==> config.mk <==
export PLATFORM = sky130hd
export DESIGN_NAME = uart_tx_mmio
export DESIGN_NICKNAME = d
export VERILOG_FILES = /design/src/rtl/uart_tx_mmio.sv
export SDC_FILE = /design/constraint.sdc
export NUM_CORES = 1
export LEC_CHECK = 0
export CORE_MARGIN = 2
export CORE_UTILIZATION = 50
export CTS_BUF_LIST = sky130_fd_sc_hd__clkbuf_8
export CTS_CLUSTER_SIZE = 14
export DETAILED_ROUTE_END_ITERATION = 16
export GPL_ROUTABILITY_DRIVEN = 0
export HOLD_SLACK_MARGIN = 0.02
export PLACE_DENSITY = 0.86
export SLEW_MARGIN = 0
export SYNTH_ARGS = -nofsm -noshare
export SYNTH_HDL_FRONTEND = slang
export SYNTH_SLANG_ARGS = --single-unit
==> constraint.sdc <==
create_clock -name clk -period 11.73 [get_ports clk]
set_input_delay 2.346 -clock clk [delete_from_list [all_inputs] [get_ports clk]]
set_output_delay 2.346 -clock clk [all_outputs]
set_load 0.1 [all_outputs]
==> src/rtl/uart_tx_mmio.sv <==
// Memory-mapped UART transmitter: small byte FIFO, programmable bit divisor,
// 8N1 framing with back-to-back frames. Synchronous active-low reset.
module uart_tx_mmio #(
   parameter int FIFO_DEPTH = 8,
   parameter int DIV_RESET  = 16
) (
   input  logic        clk,
   input  logic        reset,
   input  logic        we,
   input  logic [31:0] addr,
   input  logic [31:0] wd,
   output logic [31:0] rd,
   output logic        tx
);
   localparam int AW = $clog2(FIFO_DEPTH);
   localparam int CW = AW + 1;

   typedef enum logic [1:0] {S_IDLE, S_START, S_DATA, S_STOP} state_t;
   typedef enum logic [1:0] {A_DATA, A_STATUS, A_DIVISOR, A_RSVD} reg_sel_t;

   state_t        r_state, w_state_next;
   logic [7:0]    r_mem [FIFO_DEPTH];
   logic [AW-1:0] r_wr_ptr, r_rd_ptr;
   logic [CW-1:0] r_count;
   logic          r_overrun;
   logic [15:0]   r_div, r_div_lat, r_cyc, w_cyc_next;
   logic [7:0]    r_shift, w_shift_next;
   logic [2:0]    r_bit_idx, w_bit_idx_next;
   logic          r_tx, w_tx_next;
   logic [31:0]   r_rd, w_rd_next;
   logic [4:0]    w_count5;
   reg_sel_t      w_sel;
   logic          w_full, w_empty, w_pop, w_push, w_bit_end, w_busy;
   logic          w_wr_data, w_wr_status, w_wr_div;
   logic          w_unused;

   assign w_sel       = reg_sel_t'(addr[3:2]);
   assign w_wr_data   = we && (w_sel == A_DATA);
   assign w_wr_status = we && (w_sel == A_STATUS);
   assign w_wr_div    = we && (w_sel == A_DIVISOR);
   assign w_full      = (r_count == CW'(FIFO_DEPTH));
   assign w_empty     = (r_count == '0);
   assign w_bit_end   = (r_cyc == r_div_lat - 16'd1);
   assign w_busy      = (r_state != S_IDLE);
   assign w_count5    = 5'(r_count);
   // A full FIFO still accepts a byte when the transmitter frees a slot this cycle.
   assign w_push      = w_wr_data && (!w_full || w_pop);
   assign w_unused    = ^{addr[31:4], addr[1:0], wd[31:16]};

   always_comb begin
      // NOTE: every comb output gets a default first, so no path can infer a latch.
      w_state_next   = r_state;
      w_pop          = 1'b0;
      w_cyc_next     = r_cyc + 16'd1;
      w_shift_next   = r_shift;
      w_bit_idx_next = r_bit_idx;
      case (r_state)
         S_IDLE: begin
            if (!w_empty) begin
               w_pop        = 1'b1;
               w_state_next = S_START;
            end
         end
         S_START: begin
            if (w_bit_end) begin
               w_state_next   = S_DATA;
               w_cyc_next     = '0;
               w_bit_idx_next = '0;
            end
         end
         S_DATA: begin
            if (w_bit_end) begin
               w_cyc_next     = '0;
               w_shift_next   = r_shift >> 1;
               w_bit_idx_next = r_bit_idx + 3'd1;
               if (r_bit_idx == 3'd7) w_state_next = S_STOP;
            end
         end
         S_STOP: begin
            if (w_bit_end) begin
               if (!w_empty) begin
                  w_pop        = 1'b1;
                  w_state_next = S_START;
               end else begin
                  w_state_next = S_IDLE;
               end
            end
         end
         default: w_state_next = S_IDLE;
      endcase
      if (w_pop) begin
         w_cyc_next   = '0;
         w_shift_next = r_mem[r_rd_ptr];
      end
      w_tx_next = (w_state_next == S_DATA) ? w_shift_next[0] : (w_state_next != S_START);
   end

   always_comb begin
      w_rd_next = '0;
      case (w_sel)
         A_STATUS:  w_rd_next = {19'h0, w_count5, 4'h0, r_overrun, w_busy, w_empty, w_full};
         A_DIVISOR: w_rd_next = {16'h0, r_div};
         default:   w_rd_next = '0;
      endcase
   end

   // NOTE: sequential state uses non-blocking assignments only.
   always_ff @(posedge clk) begin
      if (!reset) r_state <= S_IDLE;
      else        r_state <= w_state_next;
   end

   always_ff @(posedge clk) begin
      if (!reset) begin
         r_wr_ptr  <= '0;
         r_rd_ptr  <= '0;
         r_count   <= '0;
         r_overrun <= 1'b0;
         r_div     <= 16'(DIV_RESET);
         r_div_lat <= 16'(DIV_RESET);
         r_cyc     <= '0;
         r_shift   <= '0;
         r_bit_idx <= '0;
         r_tx      <= 1'b1;
         r_rd      <= '0;
      end else begin
         if (w_push) r_wr_ptr <= r_wr_ptr + AW'(1);
         if (w_pop)  r_rd_ptr <= r_rd_ptr + AW'(1);
         r_count <= r_count + CW'(w_push) - CW'(w_pop);
         if (w_wr_data && w_full && !w_pop) r_overrun <= 1'b1;
         else if (w_wr_status && wd[3])     r_overrun <= 1'b0;
         if (w_wr_div) r_div <= (wd[15:0] == 16'd0) ? 16'd1 : wd[15:0];
         if (w_pop)    r_div_lat <= r_div;
         r_cyc     <= w_cyc_next;
         r_shift   <= w_shift_next;
         r_bit_idx <= w_bit_idx_next;
         r_tx      <= w_tx_next;
         r_rd      <= w_rd_next;
      end
   end

   // NOTE: FIFO storage is not reset; pointers and count alone define valid entries.
   always_ff @(posedge clk) begin
      if (reset && w_push) r_mem[r_wr_ptr] <= wd[7:0];
   end

   assign rd = r_rd;
   assign tx = r_tx;

endmodule

==> flow_metrics.env <==
export IMPL_start_util_pct=51.04
export IMPL_cts_tree="yes"
export IMPL_fin_tns_setup_ns=0
export IMPL_post_cts_buffers=0
export IMPL_drv_cap=0
export IMPL_p_per_area_nw_per_um2=177.9
export IMPL_die_y_um=123.0
export IMPL_drtAntennaViolNets=0
export IMPL_synth_async_reset_ratio_pct=0
export IMPL_insertion_delay_ns=0.47
export IMPL_nets=751
export IMPL_track_usage_pct=20.96
export IMPL_synthTopCellsByArea="edfxtp_1 27%, dfxtp_1 26%, mux4_2 5.1%"
export IMPL_yosys_area_top_type_share_pct=27.13
export IMPL_antennaDiodeCount=0
export IMPL_num_rows=43
export IMPL_crit_chain="clkdlybuf4s50_1, inv_2, nor4_1, buf_4"
export IMPL_fin_crit_sh_pct=38.36
export IMPL_setup_viol=0
export IMPL_core_um2=13880
export IMPL_finalClockSkew_ns=0.01640
export IMPL_cts_sinks=156
export IMPL_grt_pass1_wl_mm=24.07
export IMPL_syn_instance_count=638
export IMPL_drt_wl_total_mm=15.05
export IMPL_grt_pass1_vias=4873
export IMPL_holdBufCountCts=0
export IMPL_cts_buffers=17
export IMPL_worst_path_max_fanout=54
export IMPL_seq_area_frac_synth_pct=53.13
export IMPL_clkSlewWorstSetupHoldPaths_ns=0.08
export IMPL_rsz0062_at_grt="no"
export IMPL_status="finished clean"
export IMPL_cp_start_kind="input pin"
export IMPL_wl_per_cell_um=17.56
export IMPL_syn_area_per_cell_um2=11.10
export IMPL_max_slew_margin_rel_pct=33.77
export IMPL_drt_iter0_markers=432
export IMPL_nFillCells=1115
export IMPL_cts_buffer_depth=2
export IMPL_cp_end_kind="register"
export IMPL_yosys_warnings=0
export IMPL_ys_ff_latch=156
export IMPL_dp_cells=825
export IMPL_rr_worst_depth=14
export IMPL_ios=100
export IMPL_required_ns=11.90
export IMPL_htree_levels=4
export IMPL_post_route_util_pct=56.73
export IMPL_antenna_found_initial=0
export IMPL_hpwlAfterDp_mm=10.50
export IMPL_p_leak_nw=2.840
export IMPL_vdd_drop_max_mv=0.1256
export IMPL_die_width_um=123.0
export IMPL_fin_ws_ns=7.230
export IMPL_cts_root_buf="clkbuf_8"
export IMPL_dp_slack_ns=6.803
export IMPL_cts_resized=0
export IMPL_hold_path_class="reg2reg"
export IMPL_crit_type="in2reg"
export IMPL_timing_rr_start="r_div_lat[0]$_SDFFE_PN0N_"
export IMPL_first_pass_iters=6
export IMPL_period_needed_ns=4.500
export IMPL_io_buffers=37
export IMPL_arrival_ns=4.67
export IMPL_regToRegEndpoint="r_count[3]$_SDFF_PN0_"
export IMPL_hold_end="r_overrun$_SDFFE_PN0P_"
export IMPL_ys_flop_type="dfxtp_1"
export IMPL_min_delay_start="r_overrun$_SDFFE_PN0P_"
export IMPL_cpPeakStageDelay_ns=1.00
export IMPL_drc=0
export IMPL_synth_top_cell_by_area="edfxtp_1"
export IMPL_slowest_stage="clkdlybuf4s50_1"
export IMPL_startpoint="reset"
export IMPL_hold_viol_final=0
export IMPL_slew_viol_final=0
export IMPL_synth_cell_types=74
export IMPL_hold_depth=2
export IMPL_worstMarginPinSlew_ns=0.9903
export IMPL_synth_area_um2=7084
export IMPL_seqCellArea_um2=3764
export IMPL_viasPerCell=5.750
export IMPL_synthToLayoutAreaGrowth_pct=11.16
export IMPL_rrSetupSlack_ns=7.23
export IMPL_overflow=0
export IMPL_instances_no_fill=857
export IMPL_die_area_um2=15140
export IMPL_vias=4928
export IMPL_synth_edf_count=64
export IMPL_multi_input_area_um2=3028
export IMPL_fmax_mhz=222.2
export IMPL_drive_above_1_share_pct=11.23
export IMPL_grt_max_degree=55
[layer usage]
layer / GRT usage (%) / vias up / share of wire (%)
li1: - / 2307 / -
met1: 27.70 / 2362 / 41
met2: 33.32 / 219 / 48
met3: 5.120 / 40 / 8.8
met4: 8.452 / 0 / 2.3
met5: 0 / - / 0
[how the worst max path moves through the flow]
stage                                        to  slack (ns)  cells after the start
after CTS                 r_count[3]$_SDFF_PN0_        7.27                     14
after floorplan           r_mem[4][0]$_DFFE_PP_        7.41                      6
after global routing      r_count[2]$_SDFF_PN0_        6.90                     15
after global placement    r_mem[1][2]$_DFFE_PP_        6.94                      7
after detailed placement  r_mem[1][3]$_DFFE_PP_        6.80                      7
final                     r_mem[0][5]$_DFFE_PP_        7.23                      4
[synth_stat cells (2+ instances only)]
master,number
buf_2,6
a31oi_1,2
o22ai_1,3
mux2_2,7
o21ai_0,4
or2_2,2
a2111oi_0,2
inv_1,20
ha_1,19
a2111o_1,3
or3_1,4
or4_1,2
mux2i_1,24
nand4_1,7
nand3b_1,3
buf_4,17
a22oi_1,9
mux4_2,16
a21oi_1,28
a211o_1,3
nor3b_1,2
nor4_1,10
o21a_1,5
buf_1,6
nor2_1,77
o31ai_1,2
and3_1,11
a41oi_1,2
a211oi_1,9
nand3_1,13
xnor2_1,17
edfxtp_1,64
nand2_1,52
xor2_1,19
nand2b_1,2
and2_1,9
nor3_1,9
clkbuf_1,21
dfxtp_1,92
[sequential cells by signal (all words and copies together), names as in the netlist, named ones only]
register,flops
r_mem,64
r_cyc,16
r_div,16
r_div_lat,16
rd,16
r_shift,8
r_count,4
r_bit_idx,3
r_rd_ptr,3
r_wr_ptr,3
r_state,2
r_overrun,1
tx,1
[kinds of logic after synthesis]
family / share of synthesized area [%]
simple gates: 15.49
flops: 53.13
compound gates: 8.725
buf+inv: 4.928
mux: 9.590
xor+xnor: 4.451
fa+ha+maj: 3.638
other cells: 0.05293
[stage by stage]
| step | hold slack, ns | instance area (um2) | total power, W |
|---|---|---|---|
| 6_report | 0.4690 | 7875 | 0.001401 |
| 5_1_grt | 0.4998 | 7875 | 0.001465 |
| 4_1_cts | 0.4724 | 7875 | 0.001404 |
| 3_5_place_dp | 0.4582 | 7511 | 0.001036 |
| 3_3_place_gp | 0.4458 | 7511 | 0.001013 |
| 2_1_floorplan | 0.4360 | 7141 | 0.0009544 |
[report_power, final]
group / internal [W] / total, W / switching, W
logic: 0.000158 / 0.000391 / 0.000232
clock network: 0.000154 / 0.000370 / 0.000217
registers: 0.000600 / 0.000640 / 0.0000399
total: 0.000912 / 0.00140 / 0.000489
[critical path, delay by kind of cell]
kind          cells  cell delay [ns]
simple gates      1             0.44
buf+inv           3             1.86
[layout make-up]
type / count / share of cell area (%)
flip-flops and latches: 156 / 47.79
multi-input cells: 425 / 38.45
repair buffers: 43 / 5.275
clock buffers: 17 / 2.971
well taps: 180 / 2.860
clock inverters: 15 / 1.652
inverters: 21 / 1.001
[cell usage in the layout, fill, tap and decap left out, drive strengths merged, types with 9 or more instances in the layout]
cell type,count
and2,9
inv,29
mux4,16
nor4,11
a211oi,10
xor2,19
clkbuf,17
dfxtp,92
xnor2,17
clkdlybuf4s50,37
nand3,13
edfxtp,64
nor2,77
a22oi,9
a21oi,28
and3,12
nand2,53
ha,19
nor3,11
conb,16
mux2i,24
Power figures use the tool's default switching activity.
